**src/rtl/spi_sdcmd_engine.sv**
```systemverilog
`timescale 1ns/1ps
// ---------------------------------------------------------------------------
// spi_sdcmd_engine
//   SPI-mode SD card command engine. Issues the card power-up clock train,
//   shifts out one command frame, waits for the card's response start bit and
//   captures a response of a programmable byte length.
//
// Ports
//   spi_clk_i       sole clock (rising edge)
//   spi_rst_i       synchronous active-high reset
//   spi_init_i      request the power-up clock sequence (SS high, MOSI high)
//   spi_start_i     command-start strobe, honoured in IDLE after init
//   spi_cs_sel_i    target slave index (out-of-range index selects nobody)
//   spi_cmd_i       command frame, sent MSB first
//   spi_rsplen_i    response length in bytes (0 -> 1, clamped to RSP_W/8)
//   spi_div_i       SCK half-period minus one, in spi_clk_i cycles
//   MISO            serial data from card
//   spi_data_o      last completed response, right-aligned, upper bits zero
//   spi_flagreg_o   {timeout, done, busy}
//   MOSI/SCK_SPI/SS SPI mode 0 bus, SS active low
//   spi_initdone_o  set once the power-up sequence has completed
// ---------------------------------------------------------------------------
module spi_sdcmd_engine #(
    parameter int unsigned CMD_W     = 48,
    parameter int unsigned RSP_W     = 40,
    parameter int unsigned NUM_CS    = 2,
    parameter int unsigned DIV_W     = 8,
    parameter int unsigned INIT_CLKS = 80,
    parameter int unsigned NCR_MAX   = 8,
    localparam int unsigned CS_W     = (NUM_CS > 1) ? $clog2(NUM_CS) : 1
) (
    input  logic              spi_clk_i,
    input  logic              spi_rst_i,
    input  logic              spi_init_i,
    input  logic              spi_start_i,
    input  logic [CS_W-1:0]   spi_cs_sel_i,
    input  logic [CMD_W-1:0]  spi_cmd_i,
    input  logic [3:0]        spi_rsplen_i,
    input  logic [DIV_W-1:0]  spi_div_i,
    input  logic              MISO,
    output logic [RSP_W-1:0]  spi_data_o,
    output logic [2:0]        spi_flagreg_o,
    output logic              MOSI,
    output logic              SCK_SPI,
    output logic [NUM_CS-1:0] SS,
    output logic              spi_initdone_o
);

    localparam int unsigned CNT_W     = 16;
    localparam int unsigned RSP_BYTES = RSP_W / 8;
    localparam logic [CNT_W-1:0] CMD_LAST  = CNT_W'(CMD_W - 1);
    localparam logic [CNT_W-1:0] INIT_LAST = CNT_W'(INIT_CLKS - 1);
    localparam logic [CNT_W-1:0] WAIT_LAST = CNT_W'(NCR_MAX * 8 - 1);

    typedef enum logic [2:0] {
        IDLE,
        INIT_CLK,
        CMD_TX,
        RSP_WAIT,
        RSP_RX,
        DONE
    } state_t;

    state_t            state;
    logic [DIV_W-1:0]  div_q;
    logic [DIV_W-1:0]  div_cnt;
    logic [CMD_W-1:0]  tx_sr;
    logic [RSP_W-2:0]  rx_sr;
    logic [CNT_W-1:0]  cnt;
    logic [CNT_W-1:0]  rsp_last;
    logic              miso_s;
    logic              busy;
    logic              done;
    logic              timeout;

    logic              tick;
    logic [3:0]        rsp_bytes;
    logic [CNT_W-1:0]  rsp_last_d;
    logic [NUM_CS-1:0] ss_sel;
    logic [RSP_W-1:0]  rx_next;

    assign spi_flagreg_o = {timeout, done, busy};

    always_comb begin
        tick = (div_cnt == div_q);
        rx_next = {rx_sr, miso_s};

        if (spi_rsplen_i == 4'd0) begin
            rsp_bytes = 4'd1;
        end else if (spi_rsplen_i > 4'(RSP_BYTES)) begin
            rsp_bytes = 4'(RSP_BYTES);
        end else begin
            rsp_bytes = spi_rsplen_i;
        end
        rsp_last_d = CNT_W'({rsp_bytes, 3'b000}) - CNT_W'(1);

        // An index with no matching line leaves every select deasserted.
        ss_sel = '1;
        for (int unsigned i = 0; i < NUM_CS; i++) begin
            if (spi_cs_sel_i == CS_W'(i)) begin
                ss_sel[i] = 1'b0;
            end
        end
    end

    // MISO is captured on the SCK rising half; all bit bookkeeping and state
    // changes happen on the falling half so SCK always ends a phase low.
    always_ff @(posedge spi_clk_i) begin
        if (spi_rst_i) begin
            state          <= IDLE;
            SCK_SPI        <= 1'b0;
            MOSI           <= 1'b1;
            SS             <= '1;
            spi_data_o     <= '0;
            busy           <= 1'b0;
            done           <= 1'b0;
            timeout        <= 1'b0;
            spi_initdone_o <= 1'b0;
            cnt            <= '0;
            div_cnt        <= '0;
            div_q          <= '0;
            tx_sr          <= '0;
            rx_sr          <= '0;
            rsp_last       <= '0;
            miso_s         <= 1'b0;
        end else begin
            case (state)
                IDLE: begin
                    SCK_SPI <= 1'b0;
                    MOSI    <= 1'b1;
                    div_cnt <= '0;
                    cnt     <= '0;
                    if (spi_init_i) begin
                        state <= INIT_CLK;
                        busy  <= 1'b1;
                        div_q <= spi_div_i;
                        SS    <= '1;
                    end else if (spi_start_i && spi_initdone_o) begin
                        state    <= CMD_TX;
                        busy     <= 1'b1;
                        done     <= 1'b0;
                        timeout  <= 1'b0;
                        div_q    <= spi_div_i;
                        SS       <= ss_sel;
                        MOSI     <= spi_cmd_i[CMD_W-1];
                        tx_sr    <= spi_cmd_i << 1;
                        rx_sr    <= '0;
                        rsp_last <= rsp_last_d;
                    end
                end

                INIT_CLK, CMD_TX, RSP_WAIT, RSP_RX: begin
                    if (!tick) begin
                        div_cnt <= div_cnt + 1'b1;
                    end else begin
                        div_cnt <= '0;
                        if (!SCK_SPI) begin
                            SCK_SPI <= 1'b1;
                            miso_s  <= MISO;
                        end else begin
                            SCK_SPI <= 1'b0;
                            case (state)
                                INIT_CLK: begin
                                    if (cnt == INIT_LAST) begin
                                        state          <= IDLE;
                                        busy           <= 1'b0;
                                        spi_initdone_o <= 1'b1;
                                        cnt            <= '0;
                                    end else begin
                                        cnt <= cnt + 1'b1;
                                    end
                                end
                                CMD_TX: begin
                                    if (cnt == CMD_LAST) begin
                                        state <= RSP_WAIT;
                                        MOSI  <= 1'b1;
                                        cnt   <= '0;
                                    end else begin
                                        MOSI  <= tx_sr[CMD_W-1];
                                        tx_sr <= tx_sr << 1;
                                        cnt   <= cnt + 1'b1;
                                    end
                                end
                                RSP_WAIT: begin
                                    if (!miso_s) begin
                                        // start bit is the response MSB
                                        state <= RSP_RX;
                                        rx_sr <= rx_next[RSP_W-2:0];
                                        cnt   <= CNT_W'(1);
                                    end else if (cnt == WAIT_LAST) begin
                                        state   <= DONE;
                                        timeout <= 1'b1;
                                        done    <= 1'b1;
                                        busy    <= 1'b0;
                                        SS      <= '1;
                                        cnt     <= '0;
                                    end else begin
                                        cnt <= cnt + 1'b1;
                                    end
                                end
                                default: begin
                                    if (cnt == rsp_last) begin
                                        state      <= DONE;
                                        spi_data_o <= rx_next;
                                        done       <= 1'b1;
                                        busy       <= 1'b0;
                                        SS         <= '1;
                                        cnt        <= '0;
                                    end else begin
                                        rx_sr <= rx_next[RSP_W-2:0];
                                        cnt   <= cnt + 1'b1;
                                    end
                                end
                            endcase
                        end
                    end
                end

                DONE: begin
                    state   <= IDLE;
                    SCK_SPI <= 1'b0;
                    MOSI    <= 1'b1;
                    SS      <= '1;
                    busy    <= 1'b0;
                    cnt     <= '0;
                    div_cnt <= '0;
                end

                default: begin
                    state <= IDLE;
                end
            endcase
        end
    end

endmodule

```
**config.mk**
```make
export PLATFORM = sky130hd
export DESIGN_NAME = spi_sdcmd_engine
export DESIGN_NICKNAME = d
export VERILOG_FILES = /design/src/rtl/spi_sdcmd_engine.sv
export SDC_FILE = /design/constraint.sdc
export NUM_CORES = 1
export LEC_CHECK = 0
export ABC_CLOCK_PERIOD_IN_PS = 3300
export BUFFER_PORTS_ARGS = -buffer_cell sky130_fd_sc_hd__buf_2
export CORE_MARGIN = 2
export CORE_UTILIZATION = 55
export CTS_BUF_LIST = sky130_fd_sc_hd__clkbuf_16
export DETAILED_ROUTE_END_ITERATION = 16
export PLACE_DENSITY = 0.77
export SYNTH_ARGS = -nofsm -noshare
export SYNTH_HDL_FRONTEND = slang
export SYNTH_SLANG_ARGS = --single-unit
```
**constraint.sdc**
```tcl
create_clock -name spi_clk_i -period 3.3 [get_ports spi_clk_i]
set_clock_uncertainty 0.15 [all_clocks]
set_input_delay 0.66 -clock spi_clk_i [delete_from_list [all_inputs] [get_ports spi_clk_i]]
set_output_delay 0.66 -clock spi_clk_i [all_outputs]
set_load 0.01 [all_outputs]
```
==> impl_metrics.toml <==
[status]
status = "completed"

[synthesis]
ys_warn_count = 0
syn_nets = 1085
synthTopCellsByCount = "272 x nand2_1, 176 x dfxtp_1, 142 x a21oi_1"
synth-edff-count = 0
synth_seq_area_share_pct = 43.06
syn_area_per_cell_um2 = 8.061
netlist_area_um2 = 8182
synth_area_leaders = "dfxtp_1 43%, nand2_1 12%, a21oi_1 8.7%"
yosysTopAreaCell = "dfxtp_1"
synth_ff_type = "dfxtp_1"
synth_most_common_cell = "nand2_1"
async_flop_share_pct = 0
ys_ff_latch = 176
ys_types = 60
synth_top_area_share_pct = 43.06
netlist_instances = 1015

[pwr]
p_switching_mw = 2.022
clkPwrFrac_pct = 33.6
p_leak_nw = 3.293
intPower_mw = 3.591
swShare_pct = 36.03
power_frac_comb_pct = 25.9
power_density_nw_per_um2 = 600.6
power.total_mw = 5.614
power_frac_seq_pct = 40.6
vdd_ir_drop_max_uv = 444.0

[global_routing]
grt_pass1_wl_um = 31550
grt_pass1_vias = 6521
grt_start_max_net_pins = 80
antenna_found_initial = 0
grt_overflow = 0
grt_usage_pct = 23.80

[timing]
hold_slack_ps = 297.1
fin_crit_sh_pct = 88.37
setup_tns_ps = 0
hold_viol_final = 0
report.final.slew_viol_count = 0
setup_ws_ps = 383.9
slew_headroom_pct = 43.60
min_period_ps = 2916
setup_viol = 0
worstMarginPinSlew_ps = 842.3
fmax_ghz = 0.3429
rsz0062_at_grt = "no"

[drt]
met1_length_um = 8852
remaining_drc_errors = 0
vias_per_cell = 5.649
dr_wl_met2_um = 8534
num_vias = 7203
wl_um = 18770
drt-initial-drc-count = 573
first_pass_iters = 5
wl_met3_um = 1042
final_antenna_net_count = 0
wire_per_inst_um = 14.72
highest_layer = "met4"

[min_path]
min_from = "spi_data_o[27]"
hold_end = "spi_data_o[27]"
hold_path.class = "reg -> reg"
whs_path_depth = 2

[cts]
ctsResizeCount = 0
cts_sinks = 176
clk-insertion-delay-late_ps = 430
clk_pin_slew_ps = 70
post_cts_buffers = 0
h-tree-depth = 4
root_buffer = "clkbuf_16"
clk_path_buf_depth = 2
hold_buffers = 0
cts_tree = "yes"
numCtsBuffers = 17

[die]
rows = 44
coreArea_um2 = 14530
die_area_um2 = 15870
boundaryPins = 114
die_w_um = 126.0
fp.dieH_um = 126.0
start_util_pct = 56.29

[placed_design]
dp.cells = 1243
port_buffers = 113
post-dp-hpwl_um = 11730
preCtsSetupSlack_ps = 437.8
placed_cell_area_um2 = 8792
gp_congestion = 0.9338

[worst_setup_path]
worstRegToRegCells = 7
rr_endpoint = "tx_sr[12]"
reg2reg_slack_ps = 380
cp_max_fo = 47
r2r-start = "cnt[9]"
arrival_ps = 3100
cp-start-kind = "flip-flop"
crit_type = "reg -> reg"
crit_required_ps = 3480
cp-end-kind = "flip-flop"

[layout]
area_delta_synth_final_pct = 14.24
fill_cells = 1265
finish.net_count = 1148
drive_gt1_share_pct = 20.90
instances_no_fill = 1275
diodes = 0
fin_area_um2 = 9346
postLayoutCoreUtil_pct = 64.31

[flow_run]
maxCapViolations = 0
[registers in the layout, indices dropped and copies added, names as in the netlist]
register and count:
div_cnt 8, SCK_SPI 1, miso_s 1, MOSI 1
cnt 16, done 1, SS 2, div_q 8
tx_sr 47, spi_data_o 40, busy 1, rsp_last 6
state 3, timeout 1, spi_initdone_o 1, rx_sr 39
[how the worst max path moves through the flow]
stage           start   endpoint  slack [ps]  cells after the start
2_1_floorplan  cnt[9]  tx_sr[26]         750                      8
5_1_grt        cnt[9]   tx_sr[5]         290                      7
6_report       cnt[9]  tx_sr[12]         380                      7
3_5_place_dp   cnt[9]   tx_sr[2]         440                      7
3_3_place_gp   cnt[9]  tx_sr[17]         500                      7
4_1_cts        cnt[9]  tx_sr[12]         400                      7
[logic make-up (layout without fill, tap and decap cells)]
family / Yosys count / after routing / synth area share [%]
AO/OA/AOI/OAI: 250 / 250 / 21.70
AND/OR/NAND/NOR: 445 / 445 / 24.62
XOR/XNOR: 29 / 29 / 3.104
buffers and inverters: 97 / 173 / 5.184
multiplexers: 14 / 14 / 1.713
adder cells (fa/ha/maj): 4 / 4 / 0.6117
flip-flops: 176 / 176 / 43.06
[worst max-delay path, cell delays in order, from the launching register on]
cell,delay [ps]
dfxtp_1,350
or4_4,580
or3_4,370
or2_1,260
a31o_1,250
and2_2,190
buf_4,320
a311oi_1,320
[power by group through the flow]
stage	registers [mW]	clock network [mW]	logic, mW
after global placement	2.32	0	1.43
after detailed placement	2.32	0	1.44
after floorplan	2.27	0	1.09
after CTS	2.28	1.91	1.44
final	2.28	1.88	1.45
after global routing	2.29	2.00	1.61
[cells in the final DEF (no fill, tap or decap), types with 8 or more instances in the layout]
| cell type | synthesis | final |
|---|---|---|
| nor2_1 | 51 | 50 |
| nand2_1 | 272 | 272 |
| xor2_1 | 12 | 12 |
| mux2i_1 | 14 | 14 |
| a311oi_1 | 24 | 24 |
| buf_2 | 6 | 112 |
| nor3_1 | 9 | 8 |
| clkbuf_16 | 0 | 17 |
| or2_2 | 23 | 23 |
| dfxtp_1 | 176 | 176 |
| or2_0 | 17 | 17 |
| a211oi_1 | 12 | 12 |
| a21oi_1 | 142 | 142 |
| nand3_1 | 15 | 15 |
| inv_1 | 10 | 11 |
| xnor2_1 | 17 | 15 |
| nand2b_1 | 9 | 9 |
| a311oi_2 | 29 | 29 |
| buf_4 | 6 | 17 |
[final cells by class]
class	count	area, um2	share of cell area [%]
inverters	10	37.54	0.4016
flip-flops and latches	176	3523	37.70
well taps	184	230.2	2.463
clock inverters	15	128.9	1.379
clock buffers	17	425.4	4.552
repair buffers	131	719.4	7.697
multi-input cells	742	4282	45.81
[per-layer routing]
| metal | track usage (%) | vias to the layer above |
|---|---|---|
| li1 | - | 3642 |
| met1 | 33.08 | 3324 |
| met2 | 36.43 | 205 |
| met3 | 5.140 | 32 |
| met4 | 9.050 | 0 |
| met5 | 0 | - |
(Power assumes the default switching activity.)
